$ cat config.mk
export PLATFORM = sky130hd
export DESIGN_NAME = tia_hsync_counter
export DESIGN_NICKNAME = d
export VERILOG_FILES = /design/src/rtl/tia_hsync_counter.sv
export SDC_FILE = /design/constraint.sdc
export NUM_CORES = 1
export LEC_CHECK = 0
export BUFFER_PORTS_ARGS = -buffer_cell sky130_fd_sc_hd__buf_4
export CORE_MARGIN = 4
export CORE_UTILIZATION = 35
export CTS_CLUSTER_SIZE = 12
export DETAILED_ROUTE_END_ITERATION = 12
export PLACE_DENSITY = 0.6
export SLEW_MARGIN = 20
export SYNTH_ARGS = -nofsm -noshare
export SYNTH_HDL_FRONTEND = slang
export SYNTH_SLANG_ARGS = --single-unit
export TNS_END_PERCENT = 20
$ cat constraint.sdc
create_clock -name clk -period 1.6 [get_ports clk]
set_input_delay 0.16 -clock clk [delete_from_list [all_inputs] [get_ports clk]]
set_output_delay 0.16 -clock clk [all_outputs]
set_load 0.02 [all_outputs]
$ cat src/rtl/tia_hsync_counter.sv
// tia_hsync_counter: colour-clock /4 two-phase clock, 57-state LFSR line counter and HSYNC/CBURST/HBLANK decode.
// Optional TIA_HSYNC_LATE_HBLANK_EN adds hmove_late, which stretches HBLANK from S16 to S18.
module tia_hsync_counter (
  input  logic       clk,
  input  logic       rsyn,
`ifdef TIA_HSYNC_LATE_HBLANK_EN
  input  logic       hmove_late,
`endif
  output logic       hphi1,
  output logic       hphi2,
  output logic [5:0] hcount,
  output logic       line_start,
  output logic       hsync,
  output logic       cburst,
  output logic       hblank,
  output logic       center
);
  localparam logic [5:0] S0  = 6'b000000;
  localparam logic [5:0] S4  = 6'b001111;
  localparam logic [5:0] S8  = 6'b111011;
  localparam logic [5:0] S12 = 6'b111100;
  localparam logic [5:0] S16 = 6'b001110;
  localparam logic [5:0] S36 = 6'b001101;
  localparam logic [5:0] S56 = 6'b001010;
`ifdef TIA_HSYNC_LATE_HBLANK_EN
  localparam logic [5:0] S18 = 6'b111010;
`endif
  logic       run_q;
  logic [1:0] phase_q, phase_d;
  logic [5:0] hcount_q, hcount_d;
  logic       hphi1_q, hphi2_q, line_start_q, line_start_d;
  logic       hsync_q, hsync_d, cburst_q, cburst_d, hblank_q, hblank_d;
  logic       adv, dec, blank_end;
  // run_q holds the phase at 0 for the first edge after reset so cycle 0 starts on phase 0 with hphi1 high
  always_comb begin
    phase_d      = run_q ? phase_q + 2'd1 : phase_q;
    adv          = run_q && (phase_q == 2'd2);
    dec          = run_q && (phase_q == 2'd0);
    hcount_d     = !adv ? hcount_q :
                   (hcount_q == S56) ? S0 : {hcount_q[4:0], ~(hcount_q[5] ^ hcount_q[4])};
    line_start_d = adv && (hcount_q == S56);
`ifdef TIA_HSYNC_LATE_HBLANK_EN
    blank_end    = dec && (((hcount_q == S16) && !hmove_late) || (hcount_q == S18));
`else
    blank_end    = dec && (hcount_q == S16);
`endif
    hsync_d      = (dec && hcount_q == S4) ? 1'b1 : (dec && hcount_q == S8) ? 1'b0 : hsync_q;
    cburst_d     = (dec && hcount_q == S8) ? 1'b1 : (dec && hcount_q == S12) ? 1'b0 : cburst_q;
    hblank_d     = (dec && hcount_q == S0) ? 1'b1 : blank_end ? 1'b0 : hblank_q;
  end
  always_ff @(posedge clk) begin
    if (rsyn) begin
      run_q        <= 1'b0;
      phase_q      <= 2'd0;
      hcount_q     <= S0;
      hphi1_q      <= 1'b0;
      hphi2_q      <= 1'b0;
      line_start_q <= 1'b0;
      hsync_q      <= 1'b0;
      cburst_q     <= 1'b0;
      hblank_q     <= 1'b1;
    end else begin
      run_q        <= 1'b1;
      phase_q      <= phase_d;
      hcount_q     <= hcount_d;
      hphi1_q      <= (phase_d == 2'd0);
      hphi2_q      <= (phase_d == 2'd2);
      line_start_q <= line_start_d;
      hsync_q      <= hsync_d;
      cburst_q     <= cburst_d;
      hblank_q     <= hblank_d;
    end
  end
  assign hphi1      = hphi1_q;
  assign hphi2      = hphi2_q;
  assign hcount     = hcount_q;
  assign line_start = line_start_q;
  assign hsync      = hsync_q;
  assign cburst     = cburst_q;
  assign hblank     = hblank_q;
  assign center     = (hcount_q == S36);
endmodule

==> run metrics <==
antenna diode count=0; worst reg2reg path depth=5; post-layout power=between 0.6 and 0.7 mW; IO buf count=14; Slew Limit Headroom=between 60% and 70%; CP Cell Sequence=inv_1 > ha_2 > nand3_2 > nor3b_2 > buf_4; Residual DRC=0; Syn Area/Cell=between 8 and 9 µm²; routed vias/inst=approximately 5.1; Setup Skew=~7.5 ps; FF-to-FF End=hsync$_SDFFE_PP0P_; Worst path max stage delay=between 300 and 400 ps; Top delay family on crit path=flip-flops; proportion of layout cells with a drive suffix above 1=between 20% and 30%; Post-synth ARST share=0%; Nets=100; syn nets=82; Crit Path Class=flip-flop to primary output; Synth cell types=27; cts bufs inserted=3; reg2reg start=phase_q[0]$_SDFF_PP0_; Layout Area Growth over Synthesis=26.2%; DP Area=792 µm²; number of flops mapped to enable cells by yosys=0; max-cap viol count=0; CP Capture Type=primary output; power per cell area=841 nW/µm²; TritonRoute pass-1 iters=4; # setup viols final=0; post-place setup slack=126 ps; final wirelength=between 1.5 and 2 mm; sequential area share after synthesis=between 40% and 50%; mean routed wirelength per cell=12.9 µm; Worst R2R Setup Slack=around 160 ps; die area=roughly 2600 µm²; clk_lat worst skew=290 ps; site row count=15; Most used DFF post-synth=dfxtp_1; slowest CP cell=dfxtp_1; total number of vias=approximately 610; M1 GR Usage=around 17%; Buffers & Inverters on Critical Path=2; Hold Crit Endpoint=hcount[3]$_SDFFE_PP0P_; CTS tree=done; cell area after layout=approximately 830 µm²; CP Data Required Time=about 1400 ps; top cell type's share of synthesized area=a little under half; global routing met3 resource utilization=4.37%; total core area=roughly 1800 µm²; Clock Tree Root=clkbuf_4; Top Usage Layer GRT=met2; worst vdd ir=just over 0.4 mV; Clock Tree Buf Depth=2; Worst Hold Depth=2; fin. max-slew vios=0; largest net degree at the start of global routing=13; Global Route Usage Sum=around an eighth; vias in the first global route=approximately 550; gr ovfl total=0; HP Class=input port to flip-flop; ANT nets after route=0; worst-margin pin slew=~490 ps; width of the die=roughly 50 µm; static leakage=about 0.32 nW; minimum clock period=1520 ps; Synth Warn #=0; Post-Syn Area=659 µm²; first-pass GRT wire length=around 2.5 mm; Max Clock Freq=approximately 660 MHz; Clock Sinks=15; CP arrival=~1400 ps; flops & latches, synth=15; H-tree depth=1; critical-path maximum fanout=4; most frequent cells in the layout=buf_4 (15), dfxtp_1 (14), nand2_1 (11); type of element launching the critical path=flip-flop; worst hold path startpoint=rsyn; largest area contributor in the netlist=dfxtp_1; gate count of the mapped netlist=76; Area contributors post-synth=dfxtp_1 (46%), ha_1 (7.6%), nand2_1 (6.3%); GP Congestion=0.743; Hold Vio Cnt, Final=0; final setup margin=between 70 and 80 ps; detailed placer's ending HPWL=approximately 1.1 mm; status=complete, no violations; period utilization=95.1%; met2 Track Usage GR=a little under a fifth; clock slew at the register clock pins of the worst setup and hold paths=approximately 100 ps; Starting Density=between 30% and 40%; antenna violations before repair=0; most common cell after layout, fill and taps aside=buf_4; drt initial violations=8; Die Ht=just over 50 µm; IO Count=15
==> state kept, by name, summed over array words and instances (netlist names) <==
| signal | count |
|---|---|
| line_start | 1 |
| hphi2 | 1 |
| hcount | 6 |
| phase_q | 2 |
| hsync | 1 |
| run_q | 1 |
| cburst | 1 |
| hphi1 | 1 |
| hblank | 1 |
==> Yosys cell counts (all sizes together) (2+ instances only) <==
library cell / n
nor2: 5
a31oi: 3
nand3: 5
nor3: 3
ha: 4
dfxtp: 15
nand2b: 2
inv: 7
o31ai: 2
a21oi: 3
nand2: 11
==> how the worst max path moves through the flow <==
stage / depth (start not counted) / end / from
3_5_place_dp: 5 / hsync$_SDFFE_PP0P_ / phase_q[0]$_SDFF_PP0_
2_1_floorplan: 4 / center / hcount[4]$_SDFFE_PP0P_
4_1_cts: 5 / center / hcount[4]$_SDFFE_PP0P_
6_report: 5 / center / hcount[4]$_SDFFE_PP0P_
5_1_grt: 5 / center / hcount[5]$_SDFFE_PP0P_
3_3_place_gp: 5 / hsync$_SDFFE_PP0P_ / phase_q[0]$_SDFF_PP0_
==> final cells by class <==
| cell class | count | area (µm²) |
|---|---|---|
| sequential | 15 | 302 |
| inverter | 7 | 26.3 |
| multi-input combinational | 52 | 334 |
| clock buffer | 4 | 26.3 |
| tap | 25 | 31.3 |
| timing repair buffer | 15 | 113 |
| fill | 193 | 932 |
==> worst reg2reg max path, delay by kind of cell, from the launching register on <==
family,cells,cell delay [ps]
and+or+nand+nor,2,490
DFF,1,360
AOI/OAI and AO/OA,1,220
adders and majority gates,1,190
buffers and inverters,1,90
==> per-stage QoR <==
step | instances | hold WS [ps] | setup TNS (ps) | utilization (%)
4_1_cts | 118 | 129 | 0 | 46.4
2_1_floorplan | 76 | 293 | 0 | -
3_3_place_gp | 114 | 435 | 0 | 44.9
3_5_place_dp | 114 | 433 | 0 | 44.9
6_report | 118 | 123 | 0 | 47.2
5_1_grt | 118 | 136 | -26.0 | 47.2
==> logic make-up after synthesis <==
group           share of synthesized area, %
simple gates                            23.9
flops                                   45.5
compound gates                          14.4
buf+inv                                 5.69
fa+ha+maj                               7.59
xor+xnor                                1.33
mux                                     1.52
==> what timing repair did <==
action | CTS | global route
resized for setup | 0 | 4
buffers inserted | 0 | 0
endpoints found under the setup margin | 0 | 2
hold buffers | 0 | 0
==> where the power goes <==
part / total, mW / switching (mW) / internal (mW) / leakage, nW
Clock: 0.224 / 0.128 / 0.0969 / 0.0150
Sequential: 0.396 / 0.0112 / 0.385 / 0.122
Combinational: 0.0789 / 0.0455 / 0.0334 / 0.185
==> layer usage <==
metal / vias to the layer above / wire length (µm)
met2: 15 / 691
met1: 286 / 739
li1: 299 / -
met5: - / 0
met3: 5 / 60
met4: 0 / 34
Note: power is estimated with default switching activity, not from simulation.
